## config.mk

```make
export PLATFORM = sky130hd
export DESIGN_NAME = coeff_interp_gen_flat
export DESIGN_NICKNAME = d
export VERILOG_FILES = /design/src/rtl/coeff_interp_gen_pkg.sv /design/src/rtl/coeff_interp_gen_if.sv /design/src/rtl/coeff_interp_gen_rr.sv /design/src/rtl/coeff_interp_gen.sv /design/src/flat_wrapper.sv
export SDC_FILE = /design/constraint.sdc
export NUM_CORES = 1
export LEC_CHECK = 0
export BUFFER_PORTS_ARGS = -buffer_cell sky130_fd_sc_hd__clkbuf_2
export CORE_ASPECT_RATIO = 0.6
export CORE_MARGIN = 1
export CORE_UTILIZATION = 37
export DETAILED_ROUTE_END_ITERATION = 10
export GPL_ROUTABILITY_DRIVEN = 0
export PLACE_DENSITY = 0.87
export REMOVE_ABC_BUFFERS = 1
export SETUP_SLACK_MARGIN = 0.05
export SLEW_MARGIN = 10
export SYNTH_ARGS = -nofsm -noshare
export SYNTH_HDL_FRONTEND = slang
export SYNTH_SLANG_ARGS = --single-unit
```

## constraint.sdc

```tcl
create_clock -name clk -period 3.9 [get_ports clk]
set_input_delay 0 -clock clk [delete_from_list [all_inputs] [get_ports clk]]
set_output_delay 0 -clock clk [all_outputs]
set_load 0.1 [all_outputs]
```

## src/rtl/coeff_interp_gen_pkg.sv

```systemverilog
`default_nettype none
// =============================================================================
// Module : coeff_pkg
// Brief  : Interpolation tap tables (luma 8-tap, chroma 4-tap), shared types.
// Rev    : 1.0 - initial release
// =============================================================================
package coeff_pkg;

    localparam int NTAP  = 8;
    localparam int NCTAP = 4;

    typedef logic signed [7:0] coeff_t;

    // Indexed by alpha[2:1]; every row sums to 64.
    localparam coeff_t LUMA_TBL [4][NTAP] = '{
        '{ 8'sd0,  8'sd0,   8'sd0, 8'sd64,  8'sd0,   8'sd0, 8'sd0,  8'sd0},
        '{-8'sd1,  8'sd4, -8'sd10, 8'sd58, 8'sd17,  -8'sd5, 8'sd1,  8'sd0},
        '{-8'sd1,  8'sd4, -8'sd11, 8'sd40, 8'sd40, -8'sd11, 8'sd4, -8'sd1},
        '{ 8'sd0,  8'sd1,  -8'sd5, 8'sd17, 8'sd58, -8'sd10, 8'sd4, -8'sd1}
    };

    // Indexed by alpha[2:0]; placed on c2..c5.
    localparam coeff_t CHROMA_TBL [8][NCTAP] = '{
        '{ 8'sd0, 8'sd64,  8'sd0,  8'sd0},
        '{-8'sd2, 8'sd58, 8'sd10, -8'sd2},
        '{-8'sd4, 8'sd54, 8'sd16, -8'sd2},
        '{-8'sd6, 8'sd46, 8'sd28, -8'sd4},
        '{-8'sd4, 8'sd36, 8'sd36, -8'sd4},
        '{-8'sd4, 8'sd28, 8'sd46, -8'sd6},
        '{-8'sd2, 8'sd16, 8'sd54, -8'sd4},
        '{-8'sd2, 8'sd10, 8'sd58, -8'sd2}
    };

    function automatic int idx_width(input int n);
        return (n > 1) ? $clog2(n) : 1;
    endfunction

endpackage
`default_nettype wire

```

## src/rtl/coeff_interp_gen_if.sv

```systemverilog
`default_nettype none
// =============================================================================
// Module : read_interface / write_interface
// Brief  : Per-flux FIFO handshakes: show-ahead read side, full/write side.
// Rev    : 1.0 - initial release
// =============================================================================
interface read_interface #(
    parameter int FLUX = 2,
    parameter int DW   = 4
);
    logic [FLUX-1:0]         empty;
    logic [FLUX-1:0]         read;
    logic [FLUX-1:0][DW-1:0] dout;

    modport actor (input empty, input dout, output read);
    modport fifo  (output empty, output dout, input read);
endinterface

interface write_interface #(
    parameter int FLUX = 2,
    parameter int DW   = 10
);
    logic [FLUX-1:0] full;
    logic [FLUX-1:0] write;
    logic [DW-1:0]   din;

    modport actor (input full, output write, output din);
    modport fifo  (output full, input write, input din);
endinterface
`default_nettype wire

```

## src/rtl/coeff_interp_gen_rr.sv

```systemverilog
`default_nettype none
// =============================================================================
// Module : rr_arbiter
// Brief  : Round-robin selector; search starts after the last granted index.
// Rev    : 1.0 - initial release
// =============================================================================
module rr_arbiter #(
    parameter  int N  = 2,
    localparam int IW = (N > 1) ? $clog2(N) : 1
) (
    input  wire logic          clk,
    input  wire logic          rst,
    input  wire logic [N-1:0]  req,
    input  wire logic          advance,
    output logic      [N-1:0]  grant_onehot,
    output logic      [IW-1:0] grant_idx,
    output logic               any_grant
);

    logic [IW-1:0] r_ptr;
    logic [IW-1:0] w_cand;

    always_comb begin
        grant_onehot = '0;
        grant_idx    = '0;
        any_grant    = 1'b0;
        w_cand       = '0;
        for (int k = 1; k <= N; k++) begin
            w_cand = IW'((int'(r_ptr) + k) % N);
            if (!any_grant && req[w_cand]) begin
                any_grant            = 1'b1;
                grant_idx            = w_cand;
                grant_onehot[w_cand] = 1'b1;
            end
        end
    end

    always_ff @(posedge clk) begin
        if (rst) begin
            r_ptr <= IW'(N - 1);
        end else if (advance && any_grant) begin
            r_ptr <= grant_idx;
        end
    end

endmodule
`default_nettype wire

```

## src/rtl/coeff_interp_gen.sv

```systemverilog
`default_nettype none
// =============================================================================
// Module : coeff_interp_gen
// Brief  : Reads tagged alpha per flux, writes 8 interpolation taps one cycle
//          later. Macro COEFF_CHROMA_EN enables the chroma 4-tap table.
// Rev    : 1.0 - initial release
// =============================================================================
module coeff_interp_gen
    import coeff_pkg::*;
#(
    parameter int FLUX    = 2,
    parameter int COEFF_W = 9,
    parameter int ALPHA_W = 3
) (
    input  wire logic     clk,
    input  wire logic     rst,
    input  wire logic     mode_chroma,
    read_interface.actor  read_port_alpha,
    write_interface.actor write_port_c0,
    write_interface.actor write_port_c1,
    write_interface.actor write_port_c2,
    write_interface.actor write_port_c3,
    write_interface.actor write_port_c4,
    write_interface.actor write_port_c5,
    write_interface.actor write_port_c6,
    write_interface.actor write_port_c7
);

    localparam int TAG_WIDTH = idx_width(FLUX);
    localparam int DIN_W     = TAG_WIDTH + COEFF_W;
    localparam int RD_W      = TAG_WIDTH + ALPHA_W;

    logic [FLUX-1:0]      w_full_any;
    logic [FLUX-1:0]      w_busy;
    logic [FLUX-1:0]      w_req;
    logic [FLUX-1:0]      w_grant_onehot;
    logic [TAG_WIDTH-1:0] w_grant_idx;
    logic                 w_any_grant;
    logic [RD_W-1:0]      w_sel;
    logic                 w_write;
    logic [FLUX-1:0]      w_wr_vec;
    coeff_t               w_tap [NTAP];
    logic [DIN_W-1:0]     w_din [NTAP];
    logic                 w_unused;

    logic                 r_valid;
    logic [TAG_WIDTH-1:0] r_flux;
    logic [TAG_WIDTH-1:0] r_tag;
    logic [ALPHA_W-1:0]   r_alpha;
    logic                 r_chroma;

    assign w_full_any = write_port_c0.full | write_port_c1.full | write_port_c2.full
                      | write_port_c3.full | write_port_c4.full | write_port_c5.full
                      | write_port_c6.full | write_port_c7.full;

    // A flux whose token sits in the output register waits one cycle.
    assign w_busy = r_valid ? (FLUX'(1) << r_flux) : '0;
    assign w_req  = ~read_port_alpha.empty & ~w_full_any & ~w_busy & {FLUX{~rst}};

    rr_arbiter #(.N(FLUX)) u_arb (
        .clk          (clk),
        .rst          (rst),
        .req          (w_req),
        .advance      (w_any_grant),
        .grant_onehot (w_grant_onehot),
        .grant_idx    (w_grant_idx),
        .any_grant    (w_any_grant)
    );

    assign read_port_alpha.read = w_grant_onehot;
    assign w_sel                = read_port_alpha.dout[w_grant_idx];

    always_ff @(posedge clk) begin
        if (rst) begin
            r_valid  <= 1'b0;
            r_flux   <= '0;
            r_tag    <= '0;
            r_alpha  <= '0;
            r_chroma <= 1'b0;
        end else begin
            r_valid <= w_any_grant;
            if (w_any_grant) begin
                r_flux  <= w_grant_idx;
                r_tag   <= w_sel[RD_W-1:ALPHA_W];
                r_alpha <= w_sel[ALPHA_W-1:0];
`ifdef COEFF_CHROMA_EN
                r_chroma <= mode_chroma;
`else
                r_chroma <= 1'b0;
`endif
            end
        end
    end

    always_comb begin
        for (int k = 0; k < NTAP; k++) begin
            w_tap[k] = LUMA_TBL[r_alpha[2:1]][k];
        end
`ifdef COEFF_CHROMA_EN
        if (r_chroma) begin
            for (int k = 0; k < NTAP; k++) begin
                w_tap[k] = '0;
            end
            for (int j = 0; j < NCTAP; j++) begin
                w_tap[j + 2] = CHROMA_TBL[r_alpha[2:0]][j];
            end
        end
`endif
    end

    // Reset gates the outputs so a registered token is dropped, not written.
    assign w_write  = r_valid & ~rst;
    assign w_wr_vec = w_write ? (FLUX'(1) << r_flux) : '0;

    always_comb begin
        for (int k = 0; k < NTAP; k++) begin
            w_din[k] = w_write ? {r_tag, COEFF_W'(w_tap[k])} : '0;
        end
    end

    assign write_port_c0.write = w_wr_vec;
    assign write_port_c1.write = w_wr_vec;
    assign write_port_c2.write = w_wr_vec;
    assign write_port_c3.write = w_wr_vec;
    assign write_port_c4.write = w_wr_vec;
    assign write_port_c5.write = w_wr_vec;
    assign write_port_c6.write = w_wr_vec;
    assign write_port_c7.write = w_wr_vec;
    assign write_port_c0.din   = w_din[0];
    assign write_port_c1.din   = w_din[1];
    assign write_port_c2.din   = w_din[2];
    assign write_port_c3.din   = w_din[3];
    assign write_port_c4.din   = w_din[4];
    assign write_port_c5.din   = w_din[5];
    assign write_port_c6.din   = w_din[6];
    assign write_port_c7.din   = w_din[7];

    // Luma-only builds never look at mode_chroma or alpha[0].
    assign w_unused = ^{mode_chroma, r_alpha[0], r_chroma};

    a_no_full_while_held: assert property (@(posedge clk) disable iff (rst)
        (w_full_any & w_busy) == '0);

endmodule
`default_nettype wire

```

## src/flat_wrapper.sv

```systemverilog
// flat-port wrapper written by rule: the top's interface ports become plain ports
module coeff_interp_gen_flat import coeff_pkg::*;
#(
    parameter int FLUX    = 2,
    parameter int COEFF_W = 9,
    parameter int ALPHA_W = 3
)
  (clk, rst, mode_chroma, read_port_alpha_empty, read_port_alpha_dout, read_port_alpha_read, write_port_c0_full, write_port_c0_write, write_port_c0_din, write_port_c1_full, write_port_c1_write, write_port_c1_din, write_port_c2_full, write_port_c2_write, write_port_c2_din, write_port_c3_full, write_port_c3_write, write_port_c3_din, write_port_c4_full, write_port_c4_write, write_port_c4_din, write_port_c5_full, write_port_c5_write, write_port_c5_din, write_port_c6_full, write_port_c6_write, write_port_c6_din, write_port_c7_full, write_port_c7_write, write_port_c7_din);
  read_interface #(.FLUX(FLUX), .DW(((1) + ALPHA_W))) read_port_alpha_i ();
  write_interface #(.FLUX(FLUX), .DW(((1) + COEFF_W))) write_port_c0_i ();
  write_interface #(.FLUX(FLUX), .DW(((1) + COEFF_W))) write_port_c1_i ();
  write_interface #(.FLUX(FLUX), .DW(((1) + COEFF_W))) write_port_c2_i ();
  write_interface #(.FLUX(FLUX), .DW(((1) + COEFF_W))) write_port_c3_i ();
  write_interface #(.FLUX(FLUX), .DW(((1) + COEFF_W))) write_port_c4_i ();
  write_interface #(.FLUX(FLUX), .DW(((1) + COEFF_W))) write_port_c5_i ();
  write_interface #(.FLUX(FLUX), .DW(((1) + COEFF_W))) write_port_c6_i ();
  write_interface #(.FLUX(FLUX), .DW(((1) + COEFF_W))) write_port_c7_i ();
  input  wire logic clk;
  input  wire logic rst;
  input  wire logic mode_chroma;
  input wire logic [$bits(read_port_alpha_i.empty)-1:0] read_port_alpha_empty;
  input wire logic [$bits(read_port_alpha_i.dout)-1:0] read_port_alpha_dout;
  output wire logic [$bits(read_port_alpha_i.read)-1:0] read_port_alpha_read;
  input wire logic [$bits(write_port_c0_i.full)-1:0] write_port_c0_full;
  output wire logic [$bits(write_port_c0_i.write)-1:0] write_port_c0_write;
  output wire logic [$bits(write_port_c0_i.din)-1:0] write_port_c0_din;
  input wire logic [$bits(write_port_c1_i.full)-1:0] write_port_c1_full;
  output wire logic [$bits(write_port_c1_i.write)-1:0] write_port_c1_write;
  output wire logic [$bits(write_port_c1_i.din)-1:0] write_port_c1_din;
  input wire logic [$bits(write_port_c2_i.full)-1:0] write_port_c2_full;
  output wire logic [$bits(write_port_c2_i.write)-1:0] write_port_c2_write;
  output wire logic [$bits(write_port_c2_i.din)-1:0] write_port_c2_din;
  input wire logic [$bits(write_port_c3_i.full)-1:0] write_port_c3_full;
  output wire logic [$bits(write_port_c3_i.write)-1:0] write_port_c3_write;
  output wire logic [$bits(write_port_c3_i.din)-1:0] write_port_c3_din;
  input wire logic [$bits(write_port_c4_i.full)-1:0] write_port_c4_full;
  output wire logic [$bits(write_port_c4_i.write)-1:0] write_port_c4_write;
  output wire logic [$bits(write_port_c4_i.din)-1:0] write_port_c4_din;
  input wire logic [$bits(write_port_c5_i.full)-1:0] write_port_c5_full;
  output wire logic [$bits(write_port_c5_i.write)-1:0] write_port_c5_write;
  output wire logic [$bits(write_port_c5_i.din)-1:0] write_port_c5_din;
  input wire logic [$bits(write_port_c6_i.full)-1:0] write_port_c6_full;
  output wire logic [$bits(write_port_c6_i.write)-1:0] write_port_c6_write;
  output wire logic [$bits(write_port_c6_i.din)-1:0] write_port_c6_din;
  input wire logic [$bits(write_port_c7_i.full)-1:0] write_port_c7_full;
  output wire logic [$bits(write_port_c7_i.write)-1:0] write_port_c7_write;
  output wire logic [$bits(write_port_c7_i.din)-1:0] write_port_c7_din;
  assign read_port_alpha_i.empty = read_port_alpha_empty;
  assign read_port_alpha_i.dout = read_port_alpha_dout;
  assign read_port_alpha_read = read_port_alpha_i.read;
  assign write_port_c0_i.full = write_port_c0_full;
  assign write_port_c0_write = write_port_c0_i.write;
  assign write_port_c0_din = write_port_c0_i.din;
  assign write_port_c1_i.full = write_port_c1_full;
  assign write_port_c1_write = write_port_c1_i.write;
  assign write_port_c1_din = write_port_c1_i.din;
  assign write_port_c2_i.full = write_port_c2_full;
  assign write_port_c2_write = write_port_c2_i.write;
  assign write_port_c2_din = write_port_c2_i.din;
  assign write_port_c3_i.full = write_port_c3_full;
  assign write_port_c3_write = write_port_c3_i.write;
  assign write_port_c3_din = write_port_c3_i.din;
  assign write_port_c4_i.full = write_port_c4_full;
  assign write_port_c4_write = write_port_c4_i.write;
  assign write_port_c4_din = write_port_c4_i.din;
  assign write_port_c5_i.full = write_port_c5_full;
  assign write_port_c5_write = write_port_c5_i.write;
  assign write_port_c5_din = write_port_c5_i.din;
  assign write_port_c6_i.full = write_port_c6_full;
  assign write_port_c6_write = write_port_c6_i.write;
  assign write_port_c6_din = write_port_c6_i.din;
  assign write_port_c7_i.full = write_port_c7_full;
  assign write_port_c7_write = write_port_c7_i.write;
  assign write_port_c7_din = write_port_c7_i.din;
  coeff_interp_gen #(.FLUX(FLUX), .COEFF_W(COEFF_W), .ALPHA_W(ALPHA_W)) u_core (.clk(clk), .rst(rst), .mode_chroma(mode_chroma), .read_port_alpha(read_port_alpha_i), .write_port_c0(write_port_c0_i), .write_port_c1(write_port_c1_i), .write_port_c2(write_port_c2_i), .write_port_c3(write_port_c3_i), .write_port_c4(write_port_c4_i), .write_port_c5(write_port_c5_i), .write_port_c6(write_port_c6_i), .write_port_c7(write_port_c7_i));
endmodule
```

After elaboration in Yosys (flattened, before gate mapping)
Index checks and enable logic that the tools add are counted.
Widths: inputs -> output; s select.
- shifts and indexed selects: 1
- $add $sub $neg: 2
- multipliers: 0
- bitwise logic cells: 17
- equality and inequality tests: 0
- reductions and logical operators: 4
- magnitude comparators: 6
- muxes and demuxes: 29
- divide/modulo/power cells: 0
- operators by type and width (cell ; number):
    $bmux 64 s2 ; 1
    $mux 64 ; 2
    $mux 10 ; 8
    $or 2x2->2 ; 8
    $mux 1 ; 10
    $mux 2 ; 4
    $mux 4 ; 2
    $and 2x2->2 ; 3
    $lt 1x2->1 const B ; 3
    $not 2->2 ; 3
    $ge 3x3->1 const B ; 1
    $logic_and 1x1->1 ; 3
    $not 2->3 ; 1
    $add 1x1->1 const B ; 2
    $demux 1 s1 ; 2
    $ge 1x1->1 const B ; 2
    $shl 1x1->2 const A ; 1
    $and 1x1->1 ; 1
    $logic_not 1->1 ; 1
    $not 1->1 ; 1
- memory bits (writable): 0
- bits in latches: 0
- register bits after elaboration: 7
- bits of input ports: 29
- word-level logic and storage cells: 64
- memories: 0
- bits in read-only memories: 0

Logic depth before layout (Yosys ltp)
- depth in word-level cells: 19
- gate-level depth with buffers: 6
- gate-level depth less buffers: 4

Cells and area by module
From an unflattened synthesis, not the netlist that was laid out.
- cell total of the unflattened synthesis: 142
- area total of the unflattened synthesis: 1098.6 sq um
- modules (own cells, without submodules) (module ; cells an instance ; area each (sq um) ; seq. area each (sq um) ; instances):
    coeff_interp_gen ; 133 ; 1023.5 ; 100.1 ; 1
    rr_arbiter ; 9 ; 75.1 ; 20.0 ; 1

Least setup slack after synthesis
Ideal clock, no wire load.
- kind: reg-to-output
- start point: register u_core.r_alpha[1]
- end point: output write_port_c2_din[5]
- required time: 3.900 ns
- path buffers: 1
- stages on the path, launching flop included: 5
- arrival: 2.653 ns
- setup slack: 1.247 ns
- path through: dfxtp_1 inv_1 ha_1 nor2_1 buf_4
- word-level cells in the longest chain between the ends: 5
- ends and longest elaborated chain (item ; RTL line ; source):
    start, declared ; coeff_interp_gen.sv:49 ; logic [ALPHA_W-1:0] r_alpha;
    start signal, assigned ; coeff_interp_gen.sv:85 ; r_alpha <= w_sel[ALPHA_W-1:0];
    $not 2->3 (implied by the code) ; coeff_interp_gen.sv:97 ; w_tap[k] = LUMA_TBL[r_alpha[2:1]][k];
    $bmux 64 s2 ; coeff_interp_gen.sv:97 ;
    $mux 64 ; - ;
    $mux 64 (implied by the code) ; coeff_interp_gen.sv:97 ;
    $mux 10 ; coeff_interp_gen.sv:117 ; w_din[k] = w_write ? {r_tag, COEFF_W'(w_tap[k])} : '0;
    end, declared ; flat_wrapper.sv:32 ; output wire logic [$bits(write_port_c2_i.din)-1:0] write_port_c2_din;
No other way between the ends. The select of a mux whose other input is x is not followed.

Worst setup path after layout
- start point: register u_core.r_valid
- end point: output read_port_alpha_read[1]
- word-level cells in the longest chain between the ends: 10
- elaborated cells between the ends (all ways): 14
- those cells by class: mux: 8; bitwise: 4; reduce/logical: 2
- ends and longest elaborated chain (item ; RTL line ; source):
    start, declared ; coeff_interp_gen.sv:46 ; logic r_valid;
    start signal, assigned ; coeff_interp_gen.sv:81 ; r_valid <= w_any_grant;
    $mux 2 * ; coeff_interp_gen.sv:57 ; assign w_busy = r_valid ? (FLUX'(1) << r_flux) : '0;
    $not 2->2 * ; coeff_interp_gen.sv:58 ; assign w_req = ~read_port_alpha.empty & ~w_full_any & ~w_busy & {FLUX{~rst}};
    $and 2x2->2 * (2 in series) ; coeff_interp_gen.sv:58 ;
    $mux 1 (implied by the code) (2 in series) ; coeff_interp_gen_rr.sv:30 ; if (!any_grant && req[w_cand]) begin
    $mux 1 ; coeff_interp_gen_rr.sv:30 ;
    $logic_not 1->1 ; coeff_interp_gen_rr.sv:30 ;
    $logic_and 1x1->1 ; coeff_interp_gen_rr.sv:30 ;
    $mux 2 * ; coeff_interp_gen_rr.sv:30 ;
    end, declared ; flat_wrapper.sv:23 ; output wire logic [$bits(read_port_alpha_i.read)-1:0] read_port_alpha_read;
Every way passes the cells marked *; elsewhere a longest branch is shown, timed or not. The select of a mux whose other input is x is not followed.

==> results.md <==
Status:
- The flow ran to the end, and the final reports show no timing, DRC or antenna violations.

Synthesis:
- Of the post-synthesis cell area, the dominant cell type holds 0.584.
- The synthesis-stage register bit count is 6.
- The most instantiated library cell after synthesis is sky130_fd_sc_hd__buf_4.
- In this run the mean area of a mapped cell was 8.12 sq um.
- The synthesized netlist occupies a cell area of 1100 sq um.
- The number of synthesis warnings is 0.
- The number of enable flip-flop cells after synthesis is 0.
- Sorting the synthesized cells by how often they occur yields sky130_fd_sc_hd__buf_4 (86), sky130_fd_sc_hd__nor2_1 (7), sky130_fd_sc_hd__and2_1 (6), sky130_fd_sc_hd__dfxtp_1 (6), sky130_fd_sc_hd__nor4_1 (5).
- Yosys attributes the largest share of cell area to sky130_fd_sc_hd__buf_4 (58%), sky130_fd_sc_hd__dfxtp_1 (11%), sky130_fd_sc_hd__ha_1 (4.5%).
- The synthesized design spends more area on one cell type than any other, namely sky130_fd_sc_hd__buf_4.
- The number of library cell types mapped by synthesis is 22.
- The share of synthesized area occupied by flip-flops and latches is 0.109.
- Among all flip-flop cells after synthesis, the most frequent one is sky130_fd_sc_hd__dfxtp_1.
- Counting flops with an async set or reset pin after synthesis yields a share of 0.
- Synthesis produced a netlist whose cell count is 136.

Timing:
- The smallest hold slack is 0.00372 ns.
- Measured against its own limit, the worst slew margin works out to 0.494.
- On the final layout, the worst clock skew is 0.00200 ns.
- The max-slew violation total from the final report is 0.
- The post-route fraction of the period consumed by the critical path is 0.505.
- The minimum clock period is 1.97 ns.
- The slew at the pin with the worst max-slew slack is 0.756 ns.
- Summed over all failing endpoints, the final setup total negative slack is 0 ns.
- The hold violation total from the final report is 0.
- The worst path meets setup with 1.93 ns of slack.
- The maximum clock frequency is 0.507 GHz.
- Setup repair after global routing left no endpoint under its margin.
- Setup violations remaining at the end of the flow were counted as 0.

Power and ir drop:
- The switching power is 119 uW.
- The share of total power dissipated in combinational logic is 0.407.
- The worst IR drop on VDD is 0.0000822 V.
- The power density over the cells is 232 nW/um^2.
- The internal portion of total power is 138 uW.
- Of the total power, the share spent switching nets is 0.463.
- The static leakage is 0.719 nW.
- The share of power burned in registers is 0.240.
- The design draws 258 uW.
- The share of total power dissipated in the clock network is 0.352.

Critical path:
- The number of cell instances on the worst register-to-register path is 4.
- STA classifies the critical path endpoint as an output pin.
- For the worst setup path, the data required time is 3.90 ns.
- The start of the worst register-to-register path is u_core.r_valid$_SDFF_PP0_.
- STA classifies the critical path startpoint as a flop.
- In this run the worst setup path terminates at read_port_alpha_read[1].
- The worst register-to-register path ends at u_core.r_alpha[1]$_SDFFE_PP0P_.
- The path type of the worst setup path is flop to output pin.
- Traced cell by cell, the critical path runs through a211oi_1, and3_1, a21boi_4, clkbuf_2.
- Across all register-to-register paths, the minimum setup slack is 2.35 ns.
- In this run the worst setup path begins at u_core.r_valid$_SDFF_PP0_.
- Data on the critical path arrives at its endpoint at 1.97 ns.
- In this design, the stage delay of the slowest critical-path cell is 0.49 ns.
- Along the worst path, the maximum fanout reaches 7.
- Among all stages on the critical path, the largest delay is contributed by sky130_fd_sc_hd__clkbuf_2.

Floorplanning:
- From left edge to right edge, the die measures 72.5 um.
- The core outline area is 2660 sq um.
- The floorplan step defined a die boundary enclosing 3220 sq um.
- Pin placement for this block handled 127 I/O pins.
- For this configuration, the core starts out at a cell density of 0.415.
- The die span in y is 44.3 um.
- After floorplanning, the core was divided into 14 placement rows.

Route:
- The remaining antenna violation count is 0.
- The detailed-router iteration count before antenna repair is 2.
- After detailed routing, the number of vias per cell comes to 3.82.
- The final routed DRC violation total is 0.
- The sum of routed wire length over all layers is 2070 um.
- The number of vias in the routed layout is 813.
- The violation count after the first detailed-route iteration is 20.
- In the final routed layout, each cell accounts on average for 9.71 um.

Clocking:
- The cts-stage hold buffer count is 0.
- After clock tree synthesis, the setup repair step added 0 buffers.
- The CTS H-tree depth is 1.
- The insertion delay of the later-clocked pin in the worst-skew pair is 0.22 ns.
- The master cell of the clock root buffer is sky130_fd_sc_hd__clkbuf_8.
- After clock tree synthesis, the clock-pin slew on the worst setup and hold paths is 0.04 ns.
- After clock tree synthesis, the repair step resized 0 gates.
- The number of buffers inserted during clock tree synthesis is 3.
- TritonCTS built the clock tree.
- The maximum clock path buffer count is 2.
- CTS saw 6 sinks.

Global route:
- The first global-routing pass estimated 2800 um of wire.
- Global routing finished with a remaining overflow of 0.
- The number of antenna violations at the first check in global routing is 0.
- The number of global-route vias before repair is 593.
- For this run, the total global-route usage over all layers was measured as 0.116.
- The maximum number of pins on one net before global-route repair is 15.

Placed design:
- The number of buffers added on ports is 102.
- Prior to clock tree synthesis, the placed netlist has a worst setup slack of 2.17 ns.
- Summing all placed instances gives a cell area of 1070 sq um.
- Detailed placement finished with a half-perimeter wire length of 1820 um.
- Including well taps, the total number of placed cells is 210.

Layout:
- Relative to the synthesized area, the layout overhead comes to 0.793%.
- The net count of the finished layout is 208.
- The non-filler instance count after layout is 213.
- The filler cell count in the final layout is 290.
- Across the whole layout, storage elements account for 120 sq um.
- The ratio of cells with drive above 1 in the final layout is 0.630.
- The area of all placed cells without fillers is 1110 sq um.
- The post-layout utilization of the core is 0.418.
- The multi-input combinational cell area is 377 sq um.
- The count of antenna diodes in the layout is 0.

Flow run:
- Across the run, the number of max-cap violations was 0.

Hold path:
- The path category of the worst min-delay check is input pin to flop.
==> layout by cell type (no fill, tap or decap), drive strengths merged <==
master and n:
nand2b 1, and3 1, a211oi 1, dfxtp 6, nor2b 1, ha 4
or2 1, inv 3, nor2 7, a221o 3, o21ba 1, nor4b 1
a21boi 2, clkbuf 105, nor4 6, clkinv 1, o2111a 1, and2 6
conb 21, o2bb2ai 1
==> layout make-up <==
cell class	instances	area share
repair buffers	102	0.458
inverters	4	0.0135
multi-input cells	58	0.338
clock buffers	3	0.0371
well taps	40	0.0449
flip-flops and latches	6	0.108
==> how the worst min path moves through the flow <==
stage,cells past startpoint,start,end,slack [ns]
finish,2,read_port_alpha_dout[3],u_core.r_tag$_SDFFE_PP0P_,0.004
global route,2,read_port_alpha_dout[3],u_core.r_tag$_SDFFE_PP0P_,0.01
CTS,2,read_port_alpha_dout[3],u_core.r_tag$_SDFFE_PP0P_,0.004
detailed placement,2,read_port_alpha_dout[3],u_core.r_tag$_SDFFE_PP0P_,0.23
global placement,2,read_port_alpha_dout[7],u_core.r_tag$_SDFFE_PP0P_,0.23
floorplan,1,read_port_alpha_dout[5],u_core.r_alpha[1]$_SDFFE_PP0P_,0.14
==> metal layers <==
layer	track usage	up-vias	wire length (um)
met3	0.0342	2	122
met1	0.133	362	857
met4	0.0235	0	15
met5	0	-	0
met2	0.219	43	1070
li1	-	406	-
==> worst max-delay path: cells and delay by family, from the launching register on <==
kind | cells | cell delay (ns)
compound gates | 2 | 0.57
buf+inv | 1 | 0.49
simple gates | 1 | 0.39
flops | 1 | 0.31
==> sequential cells by signal, indices dropped and copies added (netlist names) <==
name and count:
u_core.r_alpha 2, u_core.r_flux 1, u_core.r_tag 1, u_core.r_valid 1
u_core.u_arb.r_ptr 1
==> power groups by stage <==
stage / Combinational [mW] / Clock (mW) / Sequential (mW)
after floorplan: 0.0904 / 0 / 0.0629
after global placement: 0.104 / 0 / 0.0629
after detailed placement: 0.105 / 0 / 0.0629
after CTS: 0.105 / 0.0934 / 0.0620
after global routing: 0.108 / 0.0973 / 0.0619
final: 0.105 / 0.0909 / 0.0620
==> kinds of logic after synthesis <==
| group | count (synthesis) | synth area share |
|---|---|---|
| buffers and inverters | 92 | 0.618 |
| AND/OR/NAND/NOR | 24 | 0.128 |
| AO/OA/AOI/OAI | 9 | 0.0963 |
| flip-flops | 6 | 0.109 |
| adder cells (fa/ha/maj) | 4 | 0.0453 |
| other | 1 | 0.00339 |
Note: power is estimated with default switching activity, not from simulation.
